### config.mk
export PLATFORM = sky130hd
export DESIGN_NAME = riscv_crypto_fu_result_q
export DESIGN_NICKNAME = d
export VERILOG_FILES = /design/src/rtl/riscv_crypto_fu_pkg.sv /design/src/rtl/riscv_crypto_fu_result_q.sv
export SDC_FILE = /design/constraint.sdc
export NUM_CORES = 1
export LEC_CHECK = 0
export BUFFER_PORTS_ARGS = -buffer_cell sky130_fd_sc_hd__buf_4
export CORE_ASPECT_RATIO = 1.2
export CORE_UTILIZATION = 35
export DETAILED_ROUTE_END_ITERATION = 16
export MAX_ROUTING_LAYER = met4
export SYNTH_ARGS = -nofsm -noshare
export SYNTH_HDL_FRONTEND = slang
export SYNTH_SLANG_ARGS = --single-unit
### constraint.sdc
create_clock -name g_clk -period 9.8 [get_ports g_clk]
set_clock_uncertainty 0.1 [all_clocks]
set_input_delay 0.98 -clock g_clk [delete_from_list [all_inputs] [get_ports g_clk]]
set_output_delay 0.98 -clock g_clk [all_outputs]
set_load 0.02 [all_outputs]
### src/rtl/riscv_crypto_fu_pkg.sv
// Shared constants for the crypto functional unit result path.
// Holds the destination-tag width and the legal XLEN / DEPTH values.
package riscv_crypto_fu_pkg;

    localparam int unsigned TAG_W   = 5;
    localparam int unsigned XLEN_32 = 32;
    localparam int unsigned XLEN_64 = 64;
    localparam int unsigned DEPTH_2 = 2;
    localparam int unsigned DEPTH_4 = 4;

    // True when the (xlen, depth) pair is a supported configuration.
    function automatic logic legal_cfg(input int unsigned xlen, input int unsigned depth);
        return ((xlen == XLEN_32) || (xlen == XLEN_64)) &&
               ((depth == DEPTH_2) || (depth == DEPTH_4));
    endfunction

endpackage

### src/rtl/riscv_crypto_fu_result_q.sv
// Small FIFO that buffers crypto FU results ahead of writeback.
// Ports: g_clk/g_reset (async, active-high); flush drops everything;
// in_valid/in_ready/in_rd/in_tag from the FU; out_valid/out_ready/out_rd/
// out_tag toward writeback; count = occupied entries.
// Beats targeting x0 (in_tag == 0) complete the handshake but are not stored.
// in_ready and out_* depend on registered state only, so there is no
// input-to-output bypass and no out_ready -> in_ready path.
module riscv_crypto_fu_result_q
    import riscv_crypto_fu_pkg::*;
#(
    parameter int unsigned XLEN  = 64,
    parameter int unsigned DEPTH = 2,
    localparam int unsigned CNT_W = $clog2(DEPTH) + 1
) (
    input  logic              g_clk,
    input  logic              g_reset,
    input  logic              flush,
    input  logic              in_valid,
    output logic              in_ready,
    input  logic [XLEN-1:0]   in_rd,
    input  logic [TAG_W-1:0]  in_tag,
    output logic              out_valid,
    input  logic              out_ready,
    output logic [XLEN-1:0]   out_rd,
    output logic [TAG_W-1:0]  out_tag,
    output logic [CNT_W-1:0]  count
);

    localparam int unsigned PTR_W = $clog2(DEPTH);

    logic [XLEN-1:0]  mem_rd  [DEPTH];
    logic [TAG_W-1:0] mem_tag [DEPTH];
    logic [PTR_W-1:0] wr_ptr;
    logic [PTR_W-1:0] rd_ptr;
    logic [CNT_W-1:0] cnt;
    logic             push;
    logic             pop;

    // Status derived from the registered occupancy only.
    assign in_ready  = (cnt != CNT_W'(DEPTH));
    assign out_valid = (cnt != '0);
    assign count     = cnt;

    assign push = in_valid && in_ready && !flush && (in_tag != '0);
    assign pop  = out_valid && out_ready && !flush;

    // Head is zero-gated so unreset storage never leaks out.
    assign out_rd  = out_valid ? mem_rd[rd_ptr]  : '0;
    assign out_tag = out_valid ? mem_tag[rd_ptr] : '0;

    // Pointers and occupancy; flush wins over push/pop.
    always_ff @(posedge g_clk or posedge g_reset) begin
        if (g_reset) begin
            wr_ptr <= '0;
            rd_ptr <= '0;
            cnt    <= '0;
        end else if (flush) begin
            wr_ptr <= '0;
            rd_ptr <= '0;
            cnt    <= '0;
        end else begin
            if (push) begin
                wr_ptr <= wr_ptr + PTR_W'(1);
            end
            if (pop) begin
                rd_ptr <= rd_ptr + PTR_W'(1);
            end
            case ({push, pop})
                2'b10:   cnt <= cnt + CNT_W'(1);
                2'b01:   cnt <= cnt - CNT_W'(1);
                default: cnt <= cnt;
            endcase
        end
    end

    // Storage array; contents are unobservable until written.
    always_ff @(posedge g_clk) begin
        if (push) begin
            mem_rd[wr_ptr]  <= in_rd;
            mem_tag[wr_ptr] <= in_tag;
        end
    end

endmodule

==> metrics.txt <==
status=finished clean; final setup vio count=0; Synth Instances=319; crit path max fanout=37; Netlist cell types=21; # hold bufs at CTS=0; Initial Util=a little over a third; Maximum Capacitance Violations=0; relative slew slack=between 30% and 40%; Mapped Nets=around 400; Lkg Pwr=2.72 nW; final worst path period share=~36%; Cell Area, Synth=~5400 sq um; #FFs+latches synth=about 140; Hold WS=roughly 370 ps; Die ar.=roughly 16000 sq um; fmax=about 0.29 GHz; CTS buffer count=17; clk slew on worst S/H paths=approximately 60 ps; Crit. End Element=output port; core area=15100 sq um; DRC=0; Die Span Y=~140 um; worst slack at placement=6560 ps; WL final=10.5 mm; RSZ-0062 raised after global routing=false; Final GP Congestion=roughly 0.7; fraction of layout cells with a size suffix above 1=between 30% and 40%; Multi-input gate area=about 1100 sq um; GRT overflow=0; hold crit path type=in2async; Synth area leaders=edfxtp_1 76%, mux2i_1 13%, nor2_1 5.0%; drt wl/cell=between 15 and 20 um; I/O pins=about 150; Most common cell on crit path=buf_4; initial antenna violation count=0; Sink Count=roughly 140; worst endpoint required time=approximately 8700 ps; final worst setup slack=6300 ps; CTS tree=built; vias in the first global route=between 3000 and 4000; Port Buffer Count=about 150; NumNets Final=between 500 and 600; Setup CP Type=reg2out; DP Area=slightly below 7000 sq um; remaining antenna violation count=0; top cell type's share of synthesized area=between 70% and 80%; Area Growth Syn to Fin=35.2%; synth warn=0; vias=about 3100; Die W=about 120 um; IR drop worst, VDD=around 98 uV; htree depth=4; Worst Tran Pin Value=about 950 ps; row count=between 40 and 50; drt via density=around 4.5; clk_lat worst skew=approximately 400 ps; post-DP HPWL=~6.7 mm; CP Cell Sequence=buf_4, mux2i_1, nor2_1, buf_4; Setup Buffers After CTS=0; CP top delay family=buffers and inverters; WP buf/inv=2; power consumption=~0.0015 W; fillers=1360; Detailed Routing Iterations Pass 1=4; setup TNS=0 ps; n_diodes=0; min Tclk post-route=around 3500 ps; FF/Latch Area=around 4200 sq um; fin area=around 7400 sq um; pwr dens=just over 200 nW/um^2; crit-path max cell delay=roughly 820 ps; startpoint type of the worst setup path=flop; largest net degree at the start of global routing=70; Slowest-stage cell, CP=dfrtp_4; final count of hold timing violations=0; post-cts resize count=0; 1st-iter DRT viols=between 100 and 150; cell taking the most area after synthesis=edfxtp_1; clock root buffer=clkbuf_16; CTS max path bufs=2; Seq/Total Area, Yosys=between 70% and 80%; Mean Syn Cell Area=roughly 17 sq um; Slew Limit Fails=0; Global Route Usage Sum=around 14%; first-pass GRT wire length=16.5 mm; Critical Path AT=~2400 ps
-- worst paths after layout --
kind	start	end	slack [ps]	cells past startpoint
worst max-delay path	rd_ptr	out_rd[3]	6300	4
worst min-delay path	g_reset	count[0]	370	2
worst max register to register	count[1]	mem_rd[0][8]	7090	5
worst min register to register	wr_ptr	wr_ptr	500	2
max in group asynchronous	g_reset	rd_ptr	9060	2
min in group g_clk	wr_ptr	wr_ptr	500	2
-- Yosys cell counts --
cell type	n
edfxtp_1	138
nor3_1	1
nor2b_1	3
nand2_1	2
nor3b_1	1
dfrtp_1	4
buf_2	9
clkinv_1	1
clkbuf_1	6
o2bb2a_1	1
a21oi_1	1
o31ai_4	1
mux2i_1	71
or3_1	1
xor2_1	2
inv_1	1
a211oi_2	1
or3_4	1
inv_2	1
o311ai_2	1
nor2_1	72
-- power breakdown --
part,total (W),switching (W),internal (W)
clock,0.000626,0.000230,0.000396
combinational,0.000188,0.000105,0.0000829
sequential,0.000710,0.0000140,0.000696
-- cells by family after synthesis --
kind of cell	after synthesis	share of synthesized area, %
xor+xnor	2	0.322
buf+inv	18	1.45
mux	71	13.1
simple gates	81	6.00
flops	142	78.0
compound gates	5	1.20
-- cell usage in the layout (no fill, tap or decap), types with 3 or more instances in the layout --
| master | synthesis | routed |
|---|---|---|
| buf_4 | 0 | 150 |
| bufinv_16 | 0 | 3 |
| clkbuf_16 | 0 | 17 |
| clkinv_1 | 1 | 3 |
| clkinvlp_4 | 0 | 4 |
| dfrtp_1 | 4 | 3 |
| edfxtp_1 | 138 | 138 |
| mux2i_1 | 71 | 71 |
| nor2_1 | 72 | 71 |
| nor2b_1 | 3 | 3 |
-- through the flow --
stage / util [%] / cells
5_1_grt: 48.8 / 689
6_report: 48.8 / 689
2_1_floorplan: - / 319
4_1_cts: 48.8 / 689
3_5_place_dp: 44.9 / 658
3_3_place_gp: 44.9 / 658
-- metal layers --
metal / up-vias / wire length [um] / global-route usage [%]
met3: 8 / 490 / 3.76
met1: 1522 / 4350 / 16.2
li1: 1491 / - / -
met5: - / 0 / -
met2: 98 / 5540 / 23.9
met4: 0 / 102 / 5.47
-- sequential cells by signal, indices dropped and copies added (netlist names) --
signal	count
mem_rd	128
count	2
mem_tag	10
wr_ptr	1
rd_ptr	1
-- final cells by class --
type / count / share of cell area, %
Clock buffer: 19 / 5.88
Clock inverter: 12 / 1.99
Inverter: 3 / 0.153
Multi-Input combinational cell: 159 / 15.5
Sequential cell: 142 / 57.7
Tap cell: 204 / 3.47
Timing Repair Buffer: 150 / 15.3
Note: power is estimated with default switching activity, not from simulation.
